File: src/rtl/acct_arbiter.sv
// acct_arbiter: round-robin arbiter granting one requester at a time access
// to an access-control table. Each transaction takes three states
// (IDLE -> ACCESS -> RESP). Index range and per-entry write locks are
// checked before the table is touched.
module acct_arbiter #(
  parameter int NB_REQ         = 4,
  parameter int NB_ENTRY       = 10,
  parameter int AXI_ADDR_WIDTH = 64,
  parameter int AXI_DATA_WIDTH = 64
) (
  input  logic                      clk_i,
  input  logic                      rst_i,
  input  logic [NB_REQ-1:0]         req_i,
  input  logic [NB_REQ-1:0]         we_i,
  input  logic [NB_REQ*8-1:0]       idx_i,
  input  logic [NB_REQ*32-1:0]      wdata_i,
  input  logic [NB_ENTRY-1:0]       lock_i,
  output logic [NB_REQ-1:0]         gnt_o,
  output logic [NB_REQ-1:0]         done_o,
  output logic                      err_o,
  output logic [31:0]               rdata_o,
  output logic                      tbl_en_o,
  output logic                      tbl_we_o,
  output logic [AXI_ADDR_WIDTH-1:0] tbl_addr_o,
  output logic [AXI_DATA_WIDTH-1:0] tbl_wdata_o,
  input  logic [AXI_DATA_WIDTH-1:0] tbl_rdata_i
);

  localparam int PTR_W = (NB_REQ > 1) ? $clog2(NB_REQ) : 1;
  localparam logic [7:0] NB_ENTRY_B = 8'(NB_ENTRY);
  localparam logic [PTR_W-1:0] LAST_REQ = PTR_W'(NB_REQ - 1);

  typedef enum logic [1:0] {
    IDLE   = 2'd0,
    ACCESS = 2'd1,
    RESP   = 2'd2
  } state_t;

  state_t           state_reg, state_next;
  logic [PTR_W-1:0] ptr_reg, ptr_next;
  logic [PTR_W-1:0] win_reg, win_next;
  logic             we_reg, we_next;
  logic [7:0]       idx_reg, idx_next;
  logic [31:0]      wdata_reg, wdata_next;
  logic [31:0]      rdata_reg, rdata_next;
  logic             bad_reg, bad_next;

  logic [PTR_W-1:0] arb_win;
  logic             arb_found;
  int               cand;
  logic             lock_sel;
  logic             bad_now;
  logic             in_access;
  logic             unused_rdata_hi;

  logic [7:0]  idx_arr   [NB_REQ];
  logic [31:0] wdata_arr [NB_REQ];

  assign in_access = (state_reg == ACCESS);

  // Unpack per-requester fields and decode the one-hot grant/done strobes.
  generate
    for (genvar gi = 0; gi < NB_REQ; gi++) begin : g_req
      assign idx_arr[gi]   = idx_i[8*gi +: 8];
      assign wdata_arr[gi] = wdata_i[32*gi +: 32];
      assign gnt_o[gi]     = in_access && (win_reg == PTR_W'(gi));
      assign done_o[gi]    = (state_reg == RESP) && (win_reg == PTR_W'(gi));
    end
  endgenerate

  // Round-robin search: first set request at or above ptr, wrapping to 0.
  always_comb begin
    arb_found = 1'b0;
    arb_win   = ptr_reg;
    cand      = 0;
    for (int i = 0; i < NB_REQ; i++) begin
      cand = int'(ptr_reg) + i;
      if (cand >= NB_REQ) cand = cand - NB_REQ;
      if (!arb_found && req_i[PTR_W'(cand)]) begin
        arb_found = 1'b1;
        arb_win   = PTR_W'(cand);
      end
    end
  end

  // Legality of the latched transaction; lock is looked up only for valid indexes.
  always_comb begin
    lock_sel = 1'b0;
    for (int e = 0; e < NB_ENTRY; e++) begin
      if (idx_reg == 8'(e)) lock_sel = lock_i[e];
    end
    bad_now = (idx_reg >= NB_ENTRY_B) || (we_reg && lock_sel);
  end

  // Next-state and latched-field updates for the IDLE/ACCESS/RESP sequence.
  always_comb begin
    state_next = state_reg;
    ptr_next   = ptr_reg;
    win_next   = win_reg;
    we_next    = we_reg;
    idx_next   = idx_reg;
    wdata_next = wdata_reg;
    rdata_next = rdata_reg;
    bad_next   = bad_reg;
    case (state_reg)
      IDLE: begin
        if (arb_found) begin
          state_next = ACCESS;
          win_next   = arb_win;
          we_next    = we_i[arb_win];
          idx_next   = idx_arr[arb_win];
          wdata_next = wdata_arr[arb_win];
        end
      end
      ACCESS: begin
        state_next = RESP;
        bad_next   = bad_now;
        rdata_next = (!bad_now && !we_reg) ? tbl_rdata_i[31:0] : 32'd0;
      end
      RESP: begin
        state_next = IDLE;
        ptr_next   = (win_reg == LAST_REQ) ? '0 : win_reg + PTR_W'(1);
      end
      default: state_next = IDLE;
    endcase
  end

  // State and latched fields; reset aborts any transaction in flight.
  always_ff @(posedge clk_i) begin
    if (rst_i) begin
      state_reg <= IDLE;
      ptr_reg   <= '0;
      win_reg   <= '0;
      we_reg    <= 1'b0;
      idx_reg   <= '0;
      wdata_reg <= '0;
      rdata_reg <= '0;
      bad_reg   <= 1'b0;
    end else begin
      state_reg <= state_next;
      ptr_reg   <= ptr_next;
      win_reg   <= win_next;
      we_reg    <= we_next;
      idx_reg   <= idx_next;
      wdata_reg <= wdata_next;
      rdata_reg <= rdata_next;
      bad_reg   <= bad_next;
    end
  end

  assign tbl_en_o    = in_access && !bad_now;
  assign tbl_we_o    = tbl_en_o && we_reg;
  assign tbl_addr_o  = in_access ? (AXI_ADDR_WIDTH'(idx_reg) << 3) : '0;
  assign tbl_wdata_o = in_access ? AXI_DATA_WIDTH'(wdata_reg) : '0;
  assign err_o       = (state_reg == RESP) && bad_reg;
  assign rdata_o     = rdata_reg;

  // Only the low word of a table entry is returned to requesters.
  assign unused_rdata_hi = ^tbl_rdata_i[AXI_DATA_WIDTH-1:32];

endmodule

File: config.mk
export PLATFORM = sky130hd
export DESIGN_NAME = acct_arbiter
export DESIGN_NICKNAME = d
export VERILOG_FILES = /design/src/rtl/acct_arbiter.sv
export SDC_FILE = /design/constraint.sdc
export NUM_CORES = 1
export LEC_CHECK = 0
export ABC_AREA = 1
export ABC_CLOCK_PERIOD_IN_PS = 4800
export BUFFER_PORTS_ARGS = -buffer_cell sky130_fd_sc_hd__buf_2
export CORE_AREA = 2 2 162 164
export DETAILED_ROUTE_END_ITERATION = 8
export DIE_AREA = 0 0 164 166
export PLACE_DENSITY = 0.56
export SLEW_MARGIN = 25
export SYNTH_ARGS = -nofsm -noshare
export SYNTH_HDL_FRONTEND = slang
export SYNTH_SLANG_ARGS = --single-unit
File: constraint.sdc
create_clock -name clk_i -period 4.8 [get_ports clk_i]
set_clock_uncertainty 0.05 [all_clocks]
set_input_delay 0.96 -clock clk_i [delete_from_list [all_inputs] [get_ports clk_i]]
set_output_delay 0.96 -clock clk_i [all_outputs]
set_load 0.03 [all_outputs]
Yosys cells after proc, flatten, opt, wreduce, memory -nomap -nowiden
Index checks and enable logic that the tools add are counted. Widths: inputs -> output; s select.

Flip-flop bits (word level): 80. Bits of input ports: 244. Output and inout port bits: 171. Logic and storage cells: 117.

$add $sub $neg: 8. Magnitude comparators: 11. Eq/ne operators: 15. Multiplexer cells: 48. Bitwise operators: 1. Reduce and logical (&&, ||, !) cells: 26.

Operators by type and width (number): $mux 32 (4); $bmux 32 s2 (1); $eq 8x3->1 const B (4); $mux 1 (23); $mux 2 (10); $bmux 8 s2 (1); $eq 8x2->1 const B (2); $eq 8x4->1 const B (2); $logic_and 1x1->1 (16); $lt 2x4->1 const B (4); $mux 8 (2); $ge 3x3->1 const B (4); $mux 11 (1); $bmux 1 s2 (5); $eq 8x1->1 const B (1); $ge 8x4->1 const B (1); $logic_not 8->1 (1); $sub 2x1->2 const B (4); $add 2x2->3 const B (2); $eq 2x2->1 const B (3); $logic_not 1->1 (5); $eq 2x1->1 const B (2); $logic_not 2->1 (2); $pmux 2 s2 (1); other kinds (8) (8).

Depth between registers and ports, before layout
Gate-level depths: netlist of run 1.

Depth in word-level cells: 19. Gate-level depth with buffers: 19. Gate-level depth less buffers: 16.

Worst setup path after synthesis of run 1
OpenSTA, ideal clock, no wires.

Kind: input to output. From: in lock_i[9]. To: out tbl_we_o. Arrival time: 1734 ps. Required time: 3790 ps. Path slack: 2056 ps. Stages on the path: 5. Buffers on the path: 0. Cells stage by stage: o21ai_0 nor2_1 nor2_1 nand3_1 nor2_1.

Longest elaborated chain between the ends: 6.

Ends and longest elaborated chain: start: declaration (line 17) `input logic [NB_ENTRY-1:0] lock_i,`; $mux 1 (line 90) `if (idx_reg == 8'(e)) lock_sel = lock_i[e];`; $logic_and 1x1->1 (line 92) `bad_now = (idx_reg >= NB_ENTRY_B) || (we_reg && lock_sel);`; $logic_or 1x1->1 (line 92); $logic_not 1->1 (line 151) `assign tbl_en_o = in_access && !bad_now;`; $logic_and 1x1->1 (line 151); $logic_and 1x1->1 (line 152) `assign tbl_we_o = tbl_en_o && we_reg;`; end: declaration (line 23) `output logic tbl_we_o,`.

Every way passes these cells.

Worst setup path in the final report of run 1
From: reg state_reg[0]. To: out tbl_wdata_o[6].

Longest elaborated chain between the ends: 2.

Ends and longest elaborated chain: start: declaration (line 39) `state_t state_reg, state_next;`; start signal: assignment (line 140) `state_reg <= state_next;`; $eq 2x1->1 (line 59) `assign in_access = (state_reg == ACCESS);`; $mux 32 (line 154) `assign tbl_wdata_o = in_access ? AXI_DATA_WIDTH'(wdata_reg) : '0;`; end: declaration (line 25) `output logic [AXI_DATA_WIDTH-1:0] tbl_wdata_o,`.

Every way passes these cells.

==> impl_metrics.json, run 1 <==
{
  "status": "complete, no violations",
  "final_nets": 1503,
  "io_buffers": 294,
  "wl_met1_um": 8660,
  "coreArea_mm2": 0.0256,
  "seq_area_mm2": 0.00160,
  "startpoint": "state_reg[0]",
  "path_depth": 6,
  "fin_tns_setup_ns": 0,
  "synthTopCellsByArea": "dfxtp_1 27%, nand2_1 22%, buf_4 13%",
  "grt-ovfl-total": 0,
  "clock_latency_ns": 0.35,
  "hold_violations": 0,
  "slew_viol_final": 0,
  "die_height_um": 166,
  "drive_gt1_share_pct": 26.7,
  "cts_resized": 0,
  "totalWireLength_um": 21400,
  "fmax_mhz": 311,
  "initial_core_util_pct": 22.9,
  "fin_cells": 1596,
  "vias_per_cell": 4.12,
  "critPathSlowestCell": "inv_2",
  "power.density_mw_per_mm2": 408,
  "io_pins": 415,
  "synth_area_mm2": 0.00588,
  "worstRegToRegCells": 14,
  "yosysSeqAreaShare_pct": 27.2,
  "synth.top_cell.area_share_pct": 27.2,
  "grt_pass1_wl_um": 32300,
  "dp_hpwl_um": 15800,
  "reg2reg_from": "ptr_reg[0]",
  "yosys_warnings": 0,
  "setup_violations": 0,
  "hold_class": "flop to flop",
  "num_vias": 6571,
  "critPathTopFamily": "buffers and inverters",
  "cap_violations": 0,
  "cp_cell_sequence": "inv_1 -> nor2_1 -> inv_2 -> buf_4 -> nor2_1 -> buf_2",
  "crit_end": "tbl_wdata_o[6]",
  "crit_buf_inv": 4,
  "dr.max_layer_used": "met5",
  "cts_max_level": 3,
  "cts_hold_buf": 0,
  "crit_type": "flop to primary output",
  "antenna_found_initial": 4,
  "yosysUniqueCellTypes": 27,
  "wl_per_cell_um": 13.4,
  "grt_setup_unrepaired": "no",
  "power_leakage_nw": 4.30,
  "dr_wl_met3_um": 1370,
  "clk_pin_slew_ns": 0.06,
  "start_kind": "flop",
  "tightest_slew_ns": 0.925,
  "finalWeightedCongestion": 0.818,
  "syn_area_per_cell_um2": 5.85,
  "crit_top_cell": "nor2_1",
  "synthCells": 1005,
  "cts-buffers-inserted": 9,
  "cts.sinks": 80,
  "slew-limit-headroom_pct": 38.3,
  "hp-start": "rdata_o[2]",
  "cp.required_ns": 3.79,
  "p_total_mw": 3.06,
  "dieArea_mm2": 0.0272,
  "worstPathArrival_ns": 2.21,
  "drc": 0,
  "r2r-end": "wdata_reg[12]",
  "track_usage_pct": 15.3,
  "worstSetupEndpointType": "primary output",
  "max-vdd-ir-drop_v": 0.000251,
  "dr.first_iter.drc_count": 229,
  "num-fill-cells": 2916,
  "cts_buffer_depth": 2,
  "cts_tree": "built",
  "post_cts_buffers": 0,
  "critPathMaxFanout": 45,
  "grt_max_degree": 84,
  "fp.dieW_um": 164,
  "root_buffer": "clkbuf_16",
  "rrSetupSlack_ns": 1.83,
  "syn_to_final_growth_pct": 27.6,
  "period_share_pct": 67.1,
  "rows": 59,
  "ys_ff_latch": 80,
  "met2WireLength_um": 10900,
  "drt_first_pass_iters": 4,
  "critPathMaxStageDelay_ns": 0.67,
  "yosysTopAreaCell": "dfxtp_1",
  "multi_input_area_mm2": 0.00331,
  "period_minus_slack_ns": 3.22,
  "dp_cells": 1579,
  "drtAntennaViolNets": 0,
  "grt_pass1_vias": 6182
}
[synthesized netlist by cell type]
library cell	instances
nand2_1	339
nand3_1	116
nor2_1	107
buf_4	102
dfxtp_1	80
inv_1	79
a21oi_1	76
buf_2	26
o21ai_1	20
clkbuf_1	16
nand2_2	8
o21ai_0	8
buf_1	6
ha_1	4
a211oi_1	2
clkinv_1	2
inv_2	2
nand4_1	2
o211ai_1	2
buf_6	1
conb_1	1
inv_4	1
nand2_4	1
nand4_2	1
nor2_2	1
nor2_4	1
o22ai_1	1
[placed cells by master (no fill, tap or decap), types with 3 or more instances in the layout]
master and n:
o21ai_1 20, clkbuf_16 9, nor2_1 106, buf_4 9, nand2_4 3, nand3_1 116, conb_1 88, inv_6 3
nand2_2 7, inv_2 3, nand2_1 338, a21oi_1 76, inv_1 79, ha_1 4, buf_2 294, o21ai_0 8
dfxtp_1 80
[final cells by class]
class	count	share of cell area [%]
diodes	1	0.0334
clock buffers	10	3.19
multi-input cells	777	44.1
flip-flops and latches	80	21.3
clock inverters	6	0.967
inverters	84	4.24
repair buffers	303	20.5
well taps	335	5.59
[power breakdown]
| group | internal [mW] | total [mW] | switching (mW) |
|---|---|---|---|
| sequential | 0.796 | 0.854 | 0.0577 |
| clock | 0.424 | 0.735 | 0.311 |
| combinational | 0.414 | 1.47 | 1.05 |
[worst min-delay path: cells and delay by family, from the launching register on]
family,cells,cell delay (ns)
flops,1,0.31
simple gates,1,0.06
compound gates,1,0.05
[how the worst min path moves through the flow]
stage	to	slack [ns]	cells past startpoint
floorplan	bad_reg	0.39	2
global placement	rdata_o[22]	0.40	2
detailed placement	rdata_o[10]	0.40	2
CTS	rdata_o[10]	0.41	2
global route	rdata_o[1]	0.43	2
finish	rdata_o[2]	0.41	2
[layer usage]
layer  vias to the layer above  track usage, %
li1                       3455               -
met1                      2819            16.6
met2                       262            28.8
met3                        29            3.65
met4                         6            5.15
met5                         -               0
[metrics by stage]
| step | utilization (%) | setup slack, ns | hold WS (ns) | instance area [um^2] |
|---|---|---|---|---|
| global route | 29.3 | 1.38 | 0.429 | 7500 |
| CTS | 29.3 | 1.52 | 0.413 | 7500 |
| detailed placement | 28.1 | 1.56 | 0.402 | 7190 |
| global placement | 28.1 | 1.56 | 0.400 | 7190 |
| floorplan | - | 2.06 | 0.391 | 6200 |
| finish | 29.3 | 1.58 | 0.410 | 7500 |
[cells by family after synthesis]
kind of cell             Yosys count  share of synthesized area (%)
AO/OA/AOI/OAI                    109                           9.47
flip-flops                        80                           27.2
other                              1                         0.0638
AND/OR/NAND/NOR                  576                           40.1
buffers and inverters            235                           22.2
adder cells (fa/ha/maj)            4                          0.851
(Power assumes the default switching activity.)
==> run 2: changes to the inputs <==
- ABC_CLOCK_PERIOD_IN_PS: 4800 -> 3300
- clock period: 4.8 -> 3.3 ns (I/O delays scaled with it)
==> impl_metrics.json, run 2 (synthesis gave the netlist of run 1 again) <==
{
  "coreArea_mm2": 0.0256,
  "status": "complete, no violations",
  "io_pins": 415,
  "cts_max_level": 3,
  "fin_tns_setup_ns": 0,
  "cp_cell_sequence": "inv_2 -> nand2_1 -> nand3_1 -> nand2_1 -> nand4_2 -> nand2_4 -> buf_4 -> nand3_1 -> nand2_1 -> nand2_1 -> nand3_1 -> nand2_1 -> inv_1",
  "fp.dieW_um": 164,
  "cts-buffers-inserted": 9,
  "multi_input_area_mm2": 0.00331,
  "dr.first_iter.drc_count": 284,
  "critPathMaxStageDelay_ns": 0.64,
  "final_nets": 1509,
  "seq_area_mm2": 0.00160,
  "num_vias": 6664,
  "hold_class": "flop to flop",
  "initial_core_util_pct": 22.9,
  "start_kind": "flop",
  "crit_type": "flop to flop",
  "root_buffer": "clkbuf_16",
  "tightest_slew_ns": 0.887,
  "hold_violations": 0,
  "critPathSlowestCell": "buf_4",
  "cts_buffer_depth": 2,
  "cts.sinks": 80,
  "fin_ws_ns": 0.465,
  "preCtsSetupSlack_ns": 0.467,
  "dp_hpwl_um": 16500,
  "finalWeightedCongestion": 0.857,
  "grt_max_degree": 83,
  "grt-ovfl-total": 0,
  "num-fill-cells": 2962,
  "drc": 0,
  "grt_setup_unrepaired": "no",
  "cap_violations": 0,
  "rows": 59,
  "cp.required_ns": 3.53,
  "cts_tree": "built",
  "crit_top_cell": "nand2_1",
  "grt_pass1_wl_um": 32300,
  "drt_first_pass_iters": 7,
  "clock_latency_ns": 0.34,
  "period_minus_slack_ns": 2.84,
  "antennaDiodeCount": 0,
  "post_cts_buffers": 0,
  "mostFrequentLayoutCells": "338 x nand2_1, 294 x buf_2, 116 x nand3_1",
  "die_height_um": 166,
  "io_buffers": 294,
  "clk_pin_slew_ns": 0.07,
  "layout_commonest_cell": "nand2_1",
  "worstPathArrival_ns": 3.07,
  "track_usage_pct": 15.4,
  "critPathTopFamily": "simple AND/OR/NAND/NOR gates",
  "totalWireLength_um": 21700,
  "crit_buf_inv": 3,
  "grt_pass1_vias": 6049,
  "cts_hold_buf": 0,
  "vias_per_cell": 4.17,
  "slew-limit-headroom_pct": 40.9,
  "worstSetupEndpointType": "flop",
  "drive_gt1_share_pct": 27.0,
  "max-vdd-ir-drop_v": 0.000243,
  "fmax_mhz": 353,
  "power_leakage_nw": 4.34,
  "drtAntennaViolNets": 0,
  "period_share_pct": 85.9,
  "dieArea_mm2": 0.0272,
  "syn_to_final_growth_pct": 28.9,
  "setup_violations": 0,
  "power.density_mw_per_mm2": 597,
  "antenna_found_initial": 2,
  "wl_per_cell_um": 13.6,
  "cts_resized": 0,
  "critPathMaxFanout": 82,
  "slew_viol_final": 0
}
==> run 2: cell count changes in the layout (fill, tap and decap cells not counted), sizes merged <==
cell	previous run	this run
buf	303	309
clkinv	2	3
diode	1	0
inv	86	84
clkbuf	10	9
bufinv	1	2
==> run 2: stage by stage <==
stage | utilization (%) | cells | hold WS (ns) | power [mW] | cell area (um^2)
final | 29.6 | 1600 | 0.414 | 4.53 | 7580
after global routing | 29.6 | 1600 | 0.431 | 4.89 | 7580
after CTS | 29.6 | 1600 | 0.413 | 4.60 | 7580
after detailed placement | 28.3 | 1585 | 0.403 | 3.47 | 7260
after global placement | 28.3 | 1585 | 0.400 | 3.46 | 7260
after floorplan | - | 1092 | 0.391 | 2.91 | 6200
==> run 2: cell type report <==
| class | instances | share of cell area (%) |
|---|---|---|
| Sequential cell | 80 | 21.1 |
| Clock buffer | 9 | 2.97 |
| Clock inverter | 6 | 1.24 |
| Inverter | 84 | 4.19 |
| Tap cell | 335 | 5.53 |
| Timing Repair Buffer | 309 | 21.2 |
| Multi-Input combinational cell | 777 | 43.7 |
==> run 2: final timing paths <==
| check | start | endpoint | slack [ns] | depth (start not counted) |
|---|---|---|---|---|
| max | ptr_reg[0] | wdata_reg[11] | 0.46 | 13 |
| max reg2reg | ptr_reg[0] | wdata_reg[11] | 0.46 | 13 |
| min reg2reg | rdata_o[11] | rdata_o[11] | 0.41 | 2 |
| min | rdata_o[11] | rdata_o[11] | 0.41 | 2 |
==> run 2: where the power goes <==
group	switching (mW)	internal, mW	leakage, nW
Clock	0.440	0.665	0.152
Sequential	0.0819	1.16	0.657
Combinational	1.55	0.631	3.53
Total	2.07	2.45	4.34
==> run 2: worst reg2reg max path: cells and delay by family, from the launching register on <==
kind                   cells  cell delay (ns)
buffers and inverters      3             0.86
DFF                        1             0.58
and+or+nand+nor           10             1.28
==> run 2: per-layer routing <==
metal / GRT usage, % / vias up / share of wire, % / routed length [um]
met4: 5.15 / 4 / 2.1 / 466
met1: 16.7 / 2912 / 41 / 8820
li1: - / 3454 / - / -
met2: 29.2 / 263 / 51 / 11000
met5: 0 / - / 0.065 / 14
met3: 3.15 / 31 / 6.3 / 1370
==> run 3: changes to the inputs <==
- PLACE_DENSITY: 0.56 -> unset
- PLACE_DENSITY_LB_ADDON: unset -> 0.15
==> impl_metrics.json, run 3 (synthesis gave the netlist of run 1 again) <==
{
  "status": "complete, no violations",
  "cp.required_ns": 3.53,
  "hold_class": "flop to flop",
  "fin_tns_setup_ns": 0,
  "period_minus_slack_ns": 2.68,
  "preCtsSetupSlack_ns": 0.571,
  "io_pins": 415,
  "max-vdd-ir-drop_v": 0.000209,
  "vias_per_cell": 4.15,
  "clock_latency_ns": 0.34,
  "drt_first_pass_iters": 4,
  "finalWeightedCongestion": 0.760,
  "hold_violations": 0,
  "num_vias": 6644,
  "fin_util_pct": 29.6,
  "antenna_found_initial": 0,
  "period_share_pct": 81.1,
  "cts_hold_buf": 0,
  "grt_max_degree": 83,
  "wl_per_cell_um": 13.7,
  "crit_type": "flop to flop",
  "slew-limit-headroom_pct": 42.5,
  "critPathMaxFanout": 82,
  "initial_core_util_pct": 22.9,
  "power_leakage_nw": 4.34,
  "fin_ws_ns": 0.624,
  "clk_pin_slew_ns": 0.07,
  "fp.dieW_um": 164,
  "dp_hpwl_um": 16600,
  "cts_tree": "built",
  "crit_buf_inv": 2,
  "antennaDiodeCount": 0,
  "cts.sinks": 80,
  "tightest_slew_ns": 0.862,
  "grt_pass1_vias": 6091,
  "crit_top_cell": "nand2_1",
  "critPathSlowestCell": "buf_4",
  "timing.hold.ws_ns": 0.412,
  "start_kind": "flop",
  "post_cts_buffers": 0,
  "root_buffer": "clkbuf_16",
  "totalWireLength_um": 22000,
  "mostFrequentLayoutCells": "338 x nand2_1, 294 x buf_2, 116 x nand3_1",
  "cts_max_level": 3,
  "layout_commonest_cell": "nand2_1",
  "drc": 0,
  "critPathMaxStageDelay_ns": 0.71,
  "fmax_mhz": 374,
  "fin_cells": 1601,
  "track_usage_pct": 15.6,
  "grt_setup_unrepaired": "no",
  "dr.first_iter.drc_count": 249,
  "slew_viol_final": 0,
  "drive_gt1_share_pct": 27.1,
  "worstSetupEndpointType": "flop",
  "cts_resized": 0,
  "dp_cells": 1585,
  "cp_cell_sequence": "inv_2 -> nand2_1 -> nand2_2 -> nand2_1 -> nand2_2 -> nand4_1 -> buf_4 -> nand3_1 -> nand2_1 -> o21ai_1 -> nor2_1",
  "dieArea_mm2": 0.0272,
  "worstPathArrival_ns": 2.91,
  "grt-ovfl-total": 0,
  "syn_to_final_growth_pct": 29.1,
  "drtAntennaViolNets": 0,
  "final_nets": 1509,
  "grt_pass1_wl_um": 33300,
  "cts_buffer_depth": 2,
  "die_height_um": 166,
  "coreArea_mm2": 0.0256,
  "power.density_mw_per_mm2": 594,
  "rows": 59,
  "setup_violations": 0,
  "cap_violations": 0,
  "critPathTopFamily": "simple AND/OR/NAND/NOR gates",
  "io_buffers": 294,
  "cts-buffers-inserted": 9
}
-- run 3: worst reg2reg max path: stages, from the launching register on --
cell     delay, ns
dfxtp_1       0.57
inv_2         0.18
nand2_1       0.11
nand2_2       0.09
nand2_1       0.08
nand2_2       0.07
nand4_1       0.14
buf_4         0.71
nand3_1       0.31
nand2_1       0.16
o21ai_1       0.07
nor2_1        0.07
-- run 3: per-layer routing --
layer | vias up | part of all wire, % | GRT usage, %
li1 | 3457 | - | -
met1 | 2911 | 42 | 19.1
met2 | 259 | 49 | 27.3
met3 | 17 | 7.8 | 3.87
met4 | 0 | 1.2 | 3.97
met5 | - | 0 | 0
-- run 3: power breakdown --
part | internal [mW] | leakage (nW) | switching [mW]
sequential | 1.16 | 0.657 | 0.0797
clock | 0.619 | 0.151 | 0.463
combinational | 0.648 | 3.54 | 1.54
-- run 3: worst paths after layout --
path / end / depth (start not counted) / startpoint / slack, ns
setup / recovery: idx_reg[2] / 11 / ptr_reg[0] / 0.62
hold / removal: rdata_o[21] / 2 / rdata_o[21] / 0.41
setup reg to reg: idx_reg[2] / 11 / ptr_reg[0] / 0.62
hold reg to reg: rdata_o[21] / 2 / rdata_o[21] / 0.41
-- run 3: layout make-up --
class	count	area (um^2)
Sequential cell	80	1600
Inverter	84	320
Clock inverter	6	75.1
Tap cell	335	419
Multi-Input combinational cell	777	3300
Timing Repair Buffer	309	1630
Fill cell	2993	18000
Clock buffer	10	239
-- run 3: stage by stage --
| stage | power, mW | cell area (um^2) |
|---|---|---|
| after CTS | 4.61 | 7590 |
| after global routing | 4.91 | 7590 |
| final | 4.51 | 7590 |
| after detailed placement | 3.49 | 7280 |
| after floorplan | 2.91 | 6200 |
| after global placement | 3.49 | 7270 |
